`src/rtl/sgd_scatter_tree_pkg.sv`:
```
// Shared widths and the level-0 learning-rate scaling helper for the scatter tree.
package sgd_scatter_tree_pkg;

  localparam int SGD_DATA_WIDTH = 32;
  localparam int DATA_W         = SGD_DATA_WIDTH;
  localparam int SHIFT_W        = 5;

  function automatic logic signed [DATA_W-1:0] scale_shift(
    input logic signed [DATA_W-1:0] x,
    input logic        [SHIFT_W-1:0] s
  );
    return x >>> s;
  endfunction

endpackage

```
`src/rtl/sgd_scatter_level.sv`:
```
// One fan-out register level: copy w loads source copy w/2 whenever the level advances.
module sgd_scatter_level
  import sgd_scatter_tree_pkg::*;
#(
  parameter int COPIES     = 2,
  parameter int SRC_COPIES = 1,
  parameter int LVL_W      = DATA_W
) (
  input  logic                          clk,
  input  logic                          rst_n,
  input  logic                          adv,
  input  logic [SRC_COPIES*LVL_W-1:0]   src_data,
  input  logic                          src_vld,
  output logic [COPIES*LVL_W-1:0]       data,
  output logic                          vld
);

  always_ff @(posedge clk or negedge rst_n) begin
    if (!rst_n) begin
      vld  <= 1'b0;
      data <= '0;
    end else if (adv) begin
      vld <= src_vld;
      for (int w = 0; w < COPIES; w++) begin
        data[w*LVL_W +: LVL_W] <= src_data[(w/2)*LVL_W +: LVL_W];
      end
    end
  end

endmodule

```
`src/rtl/sgd_scatter_tree.sv`:
```
// Pipelined broadcast tree with valid/ready backpressure and an output transfer counter.
// Optional build macro: SGD_SCATTER_SHIFT_EN adds v_shift and scales the input at level 0.
module sgd_scatter_tree
  import sgd_scatter_tree_pkg::*;
#(
  parameter int TREE_DEPTH = 3,
  parameter int TREE_WIDTH = 2**TREE_DEPTH
) (
  input  logic                     clk,
  input  logic                     rst_n,
  input  logic signed [DATA_W-1:0] v_input,
  input  logic                     v_input_valid,
  output logic                     v_input_ready,
`ifdef SGD_SCATTER_SHIFT_EN
  input  logic [SHIFT_W-1:0]       v_shift,
`endif
  output logic signed [DATA_W-1:0] v_output [TREE_WIDTH-1:0],
  output logic                     v_output_valid,
  input  logic                     v_output_ready,
  output logic [31:0]              v_xfer_cnt
);

  localparam int TOTAL_COPIES = 2**(TREE_DEPTH+1) - 2;
  localparam int LAST_OFF     = (2**TREE_DEPTH - 2) * DATA_W;

  logic [TOTAL_COPIES*DATA_W-1:0] lvl_bus;
  logic [TREE_DEPTH-1:0]          lvl_valid;
  logic [TREE_DEPTH-1:0]          adv;
  logic signed [DATA_W-1:0]       lvl0_in;
  logic [31:0]                    cnt_q;

`ifdef SGD_SCATTER_SHIFT_EN
  assign lvl0_in = scale_shift(v_input, v_shift);
`else
  assign lvl0_in = v_input;
`endif

  // A level may advance if it or any level downstream of it holds a bubble.
  always_comb begin
    for (int d = 0; d < TREE_DEPTH; d++) begin
      logic a;
      a = v_output_ready;
      for (int k = d; k < TREE_DEPTH; k++) a = a | ~lvl_valid[k];
      adv[d] = a;
    end
  end

  assign v_input_ready = adv[0];

  for (genvar d = 0; d < TREE_DEPTH; d++) begin : g_lvl
    localparam int COPIES = 2**(d+1);
    localparam int SRC    = (d == 0) ? 1 : 2**d;
    localparam int OFF    = (2**(d+1) - 2) * DATA_W;
    logic [SRC*DATA_W-1:0] src;
    logic                  src_vld;

    // Stage d: source is the input port for the first level, else the previous level.
    if (d == 0) begin : g_src_in
      assign src     = lvl0_in;
      assign src_vld = v_input_valid;
    end else begin : g_src_prev
      assign src     = lvl_bus[(2**d - 2)*DATA_W +: SRC*DATA_W];
      assign src_vld = lvl_valid[d-1];
    end

    sgd_scatter_level #(
      .COPIES     (COPIES),
      .SRC_COPIES (SRC),
      .LVL_W      (DATA_W)
    ) u_level (
      .clk      (clk),
      .rst_n    (rst_n),
      .adv      (adv[d]),
      .src_data (src),
      .src_vld  (src_vld),
      .data     (lvl_bus[OFF +: COPIES*DATA_W]),
      .vld      (lvl_valid[d])
    );
  end

  for (genvar w = 0; w < TREE_WIDTH; w++) begin : g_out
    assign v_output[w] = lvl_bus[LAST_OFF + w*DATA_W +: DATA_W];
  end

  assign v_output_valid = lvl_valid[TREE_DEPTH-1];

  always_ff @(posedge clk or negedge rst_n) begin
    if (!rst_n) begin
      cnt_q <= '0;
    end else if (v_output_valid && v_output_ready) begin
      cnt_q <= cnt_q + 32'd1;
    end
  end

  assign v_xfer_cnt = cnt_q;

endmodule

```
`config.mk`:
```
export PLATFORM = sky130hd
export DESIGN_NAME = sgd_scatter_tree
export DESIGN_NICKNAME = d
export VERILOG_FILES = /design/src/rtl/sgd_scatter_tree_pkg.sv /design/src/rtl/sgd_scatter_level.sv /design/src/rtl/sgd_scatter_tree.sv
export SDC_FILE = /design/constraint.sdc
export NUM_CORES = 1
export LEC_CHECK = 0
export CAP_MARGIN = 20
export CELL_PAD_IN_SITES_DETAIL_PLACEMENT = 1
export CELL_PAD_IN_SITES_GLOBAL_PLACEMENT = 2
export CORE_UTILIZATION = 23
export CTS_CLUSTER_DIAMETER = 50
export DETAILED_ROUTE_END_ITERATION = 7
export GPL_TIMING_DRIVEN = 0
export PLACE_DENSITY_LB_ADDON = 0.1
export SLEW_MARGIN = 20
export SYNTH_ARGS = -nofsm -noshare
export SYNTH_HDL_FRONTEND = slang
export SYNTH_SLANG_ARGS = --single-unit
```
`constraint.sdc`:
```
create_clock -name clk -period 1.9 [get_ports clk]
set_clock_uncertainty 0.15 [all_clocks]
set_input_delay 0.38 -clock clk [delete_from_list [all_inputs] [get_ports clk]]
set_output_delay 0.38 -clock clk [all_outputs]
set_load 0.1 [all_outputs]
```
==> results of run 1 <==
## state kept, by name, summed over array words and instances, names as in the netlist
register and flops:
v_xfer_cnt 32, g_lvl.u_level.data 96, g_lvl.u_level.vld 3
## cell usage in the layout (no fill, tap or decap), drive strengths merged, types with 2 or more instances in the layout
cell type,instances
clkinv,5
nand4,8
and3,3
nor4,8
clkdlybuf4s50,33
mux2,97
nand2b,2
clkinvlp,3
clkbuf,37
nor2,6
xnor2,17
and4,3
xor2,14
nand2,13
inv,7
nand3,13
dfrtp,131
buf,534
nor3,3
## layout make-up
class                      instances  area (µm²)  share of cell area
sequential                       131        3400               0.309
buffer                           236        1830               0.166
tap                              384         480              0.0435
clock buffer                      19         453              0.0411
multi-input combinational        193        1980               0.180
inverter                           3        11.3             0.00102
timing repair buffer             351        2750               0.249
clock inverter                    13         124              0.0112
## cells by family (layout without fill, tap and decap cells)
| kind of cell | Yosys count | count (layout) | synth area share |
|---|---|---|---|
| xor+xnor | 31 | 31 | 0.0397 |
| buf+inv | 239 | 622 | 0.256 |
| fa+ha+maj | 1 | 1 | 0.00183 |
| flops | 131 | 131 | 0.480 |
| simple gates | 64 | 64 | 0.0632 |
| mux | 97 | 97 | 0.160 |
## worst register-to-register path, stage by stage (launching register included)
cell and delay (ns):
dfrtp_4 0.42, nand3_4 0.08, or4_4 0.54, buf_12 0.17, nor4_4 0.26, xor2_1 0.17
## per-layer routing
metal  up-vias  GRT usage  part of all wire
met4         0     0.0380            0.0097
met5         -          0                 0
met3        16     0.0354             0.061
li1       2385          -                 -
met1      2455      0.159              0.41
met2       196      0.228              0.52
## through the flow
step	std cells	utilization	setup slack, ns	instance area [µm²]	hold slack [ns]
2_1_floorplan	563	-	-0.197	7090	-0.0656
3_3_place_gp	1272	0.374	-5.91	10800	0.312
3_5_place_dp	1273	0.375	-1.40	10900	0.216
4_1_cts	1323	0.375	-0.286	10900	0.322
5_1_grt	1330	0.381	-0.212	11000	0.347
6_report	1330	0.381	-0.160	11000	0.325
## final timing paths
path | start | to | cells past startpoint
hold / removal | v_xfer_cnt[31] | v_xfer_cnt[31] | 1
setup / recovery | g_lvl[2].u_level.vld | v_input_ready | 5
max in group asynchronous | rst_n | g_lvl[2].u_level.data[227] | 3
min in group asynchronous | rst_n | v_xfer_cnt[13] | 2
setup reg to reg | v_xfer_cnt[17] | v_xfer_cnt[27] | 5
hold reg to reg | v_xfer_cnt[31] | v_xfer_cnt[31] | 1
## what timing repair did
action,in CTS,in global routing
resized for setup,1703,37
setup buffers,16,7
setup endpoints to repair,347,90
hold buffers,1,0
hold endpoints to repair,63,0
pin swaps,11,10
gates cloned,1,0
==> results.md, run 1 <==
- Status: complete, but fails checks
- Failing checks: setup timing
- Yosys Warn Count: 0
- Post-synth cell types: 28
- Clock sink total: 131
- Chip width: 174 µm
- Fillcell total: 3141
- Starting Density: 0.236
- Io pins: 326
- Routability cong.: 0.731
- Vias in the first global route: 5260
- FF+latch count, synth: 131
- Row Count: 62
- Num CTS Buffers: 17
- Clock root buffer: clkbuf_16
- Critical path's largest stage delay: 0.47 ns
- Setup crit end kind: output pin
- Antenna violations before repair: 0
- First-pass GRT wire length: 31300 µm
- Setup CP Type: reg -> out
- Sequential-to-total area share from yosys stat: 0.480
- Total Wirelength: 19900 µm
- Crit-path max FO: 5
- Worst Path Required: 1.37 ns
- Drt wl/cell: 15.0 µm
- Clock buffer depth: 2
- Most common cell in the netlist: buf_4
- CP cell instances: nor2b_4 > buf_6 > nand3_4 > clkbuf_16 > buf_16
- Worst hold path class: reg -> reg
- Worst path top cell family by delay: flip-flops
- Die area: 30400 µm²
- Worst Setup Start Kind: register
- Share of layout cells above drive strength 1: 0.809
- Synth Net Count: 600
- Clk pin slew, worst setup/hold paths: 0.06 ns
- Ys async rst share: 1.00
- Final setup fails: 1
- GRT overflow: 0
- Tmin final: 2.06 ns
- Final Net Count: 970
- FMAX: 485 MHz
- Hold Fails Final Rpt: 0
- WP data arrival: 1.53 ns
- Max-slew headroom: 0.659
- Setup ws final: -0.160 ns
- Detailed-route via count: 5052
- EDFF count, synth: 0
- Latest clock arrival within the worst-skew pair: 0.42 ns
- Post-route DRC: 0
- Starting DRT DRC Count: 72
- TritonCTS clock tree: yes
- Synth top area share: 0.480
- Synth area leaders: dfrtp_1, buf_4, mux2_2
- Slew Limit Fails: 0
- RSZ-0062 raised after global routing: true
- Total Routing Usage GR: 0.132
- Synth top cells by count: buf_4, dfrtp_1, mux2_2
- Area grow syn2layout: 61.5%
- Die height: 174 µm
- Setup slack, reg-to-reg: 0.01 ns
- Vias/cell: 3.80
- Max-Cap Viols: 0
- CTS H-tree depth: 4
- PortBufs: 325
- Setup tns final: -0.160 ns
- N_diodes: 0
- Syn avg cell area: 12.1 µm²
- Post-DRT Antenna Nets: 0
- Post-DP HPWL: 14700 µm
- Worst Path Buf+Inv: 3
- CP max stage cell: dfrtp_4
- Cell taking the most area after synthesis: dfrtp_1
- Syn Inst Count: 563
- Main synth FF type: dfrtp_1
- Final worst path period share: 1.08
- Synth Cell Area: 6830 µm²
- Pre-Repair DR Iteration Count: 4
- Total core area: 28900 µm²
- Largest net degree at the start of global routing: 69
- Worst Max-Slew Pin Slew: 0.512 ns
Power of run 1 is not shown: default switching activity piles up to over one toggle a cycle in this logic, so the estimate is an artifact.
==> run 2: changes to the inputs <==
- GPL_TIMING_DRIVEN: 0 -> unset
==> results.md, run 2 (same netlist as run 1, synthesis figures left out) <==
- Status: finished clean
- Share of layout cells above drive strength 1: 0.749 (-0.0597)
- RSZ-0062 raised after global routing: true
- Worst hold margin: 0.252 ns (-0.0732 ns)
- Area grow syn2layout: 89.0%
- TritonCTS clock tree: yes
- Worst Path Buf+Inv: 0 (-3)
- Io pins: 326 (unchanged)
- Final Net Count: 745 (-23%)
- Worst hold path class: in -> async
- Chip width: 174 µm (unchanged)
- Worst Path Required: 2.09 ns (+0.72 ns)
- Max-slew headroom: 0.692 (+0.0338)
- Clock root buffer: clkbuf_16
- Worst Setup Start Kind: register
- Row Count: 62 (unchanged)
- CP max stage cell: or4_4
- GRT overflow: 0 (unchanged)
- Total Routing Usage GR: 0.124 (-0.00814)
- Commonest non-fill, non-tap cells in the layout: buf_12, mux2_2, dfrtp_1, dfrtp_2, clkdlybuf4s50_1
- N_diodes: 0 (unchanged)
- Final worst path period share: 0.982 (-0.102)
- CP cell instances: nand3_2 > or4_4 > nor4_2 > xor2_1
- Max-Cap Viols: 0 (unchanged)
- WP data arrival: 2.06 ns (+0.53 ns)
- Setup crit end kind: register
- Clock sink total: 131 (unchanged)
- Worst Max-Slew Pin Slew: 0.461 ns (-0.0508 ns)
- First-pass GRT wire length: 29200 µm (-6.5%)
- FMAX: 536 MHz (+10%)
- Vias/cell: 3.91 (+3.0%)
- Post-route DRC: 0 (unchanged)
- Total core area: 28900 µm² (unchanged)
- Clock buffer depth: 2 (unchanged)
- Num CTS Buffers: 17 (unchanged)
- Drt wl/cell: 16.6 µm (+11%)
- Total Wirelength: 18400 µm (-7.9%)
- PortBufs: 325 (unchanged)
- Pre-CTS setup slack: -0.209 ns (+1.19 ns)
- Final setup fails: 0 (-1)
- Die height: 174 µm (unchanged)
- Final core occ: 0.446 (+0.0649)
- Latest clock arrival within the worst-skew pair: 0.42 ns (about the same)
- Critical path's largest stage delay: 0.60 ns (+0.13 ns)
- Starting DRT DRC Count: 113 (+57%)
- Number of flip-flops under the largest register name: 96 (unchanged)
- Die area: 30400 µm² (unchanged)
- Pre-Repair DR Iteration Count: 4 (unchanged)
- Detailed-route via count: 4324 (-14%)
- Starting Density: 0.236 (unchanged)
- Post-DRT Antenna Nets: 0 (unchanged)
- Post-DP HPWL: 14100 µm (-4.4%)
- Setup ws final: 0.0342 ns (+0.194 ns)
- CTS H-tree depth: 4 (unchanged)
- Fin area: 12900 µm² (+17%)
- Antenna violations before repair: 0 (unchanged)
- Largest Register: g_lvl.u_level.data
- Vias in the first global route: 4789 (-9.0%)
- Hold Fails Final Rpt: 0 (unchanged)
- Tmin final: 1.87 ns (-0.194 ns)
- Setup CP Type: reg -> reg
- Fillcell total: 2757 (-12%)
- Worst path top cell family by delay: simple AND/OR/NAND/NOR gates
- Most common cell after layout, fill and taps aside: buf_12
- Crit-path max FO: 5 (unchanged)
- Routability cong.: 0.748 (+2.3%)
- Largest net degree at the start of global routing: 51 (-26%)
- Clk pin slew, worst setup/hold paths: 0.07 ns (about the same)
- Post-DP Area: 12300 µm² (+13%)
- Slew Limit Fails: 0 (unchanged)
-- run 2: changes by cell type in the layout (fill, tap and decap cells not counted), sizes merged --
| cell | change |
|---|---|
| dlygate4sd2 | -1 |
| clkinv | -4 |
| buf | -208 |
| clkinvlp | +1 |
| clkbuf | -19 |
| inv | +4 |
| clkdlybuf4s50 | +1 |
| or4 | +1 |
-- run 2: through the flow --
stage | setup TNS [ns] | std cells
4_1_cts | 0 | 1103
3_3_place_gp | -11.42 | 1067
6_report | 0 | 1105
5_1_grt | -0.0366 | 1105
2_1_floorplan | -2.08 | 563
3_5_place_dp | -11.73 | 1067
-- run 2: worst paths after layout --
check                                          start                    endpoint  slack (ns)  cells past startpoint
hold reg to reg            g_lvl[1].u_level.data[39]  g_lvl[2].u_level.data[231]        0.35                      1
max in group asynchronous                      rst_n  g_lvl[2].u_level.data[245]        0.71                      3
hold / removal                                 rst_n              v_xfer_cnt[11]        0.25                      2
min in group clk           g_lvl[1].u_level.data[39]  g_lvl[2].u_level.data[231]        0.35                      1
setup / recovery                      v_xfer_cnt[17]              v_xfer_cnt[28]        0.03                      4
setup reg to reg                      v_xfer_cnt[17]              v_xfer_cnt[28]        0.03                      4
-- run 2: final cells by class --
class	count	area, µm²	area share
Tap cell	384	480	0.0372
Clock buffer	18	439	0.0340
Multi-Input combinational cell	194	1930	0.149
Inverter	3	11.3	0.000872
Sequential cell	131	3410	0.264
Clock inverter	14	140	0.0109
Timing Repair Buffer	361	6500	0.504
-- run 2: worst reg2reg max path, delay by kind of cell (launching register included) --
kind / cells / cell delay [ns]
and+or+nand+nor: 3 / 1.06
xor gates and xnor gates: 1 / 0.17
DFF: 1 / 0.41
-- run 2: routing by layer --
metal / wire length, µm / global-route usage
met5: 0 / 0
met4: 192 / 0.0362
met3: 1280 / 0.0422
met2: 9640 / 0.214
met1: 7240 / 0.143
-- run 2: timing repair --
| item | CTS | global route |
|---|---|---|
| pin swaps | 1 | 1 |
| cloned | 0 | 1 |
| setup endpoints to repair | 6 | 15 |
| gates resized for setup | 1 | 4 |
| hold buffers | 1 | 0 |
| endpoints found under the hold margin | 27 | 0 |
| setup buffers | 4 | 1 |
Power of run 2 is left out for the same reason.
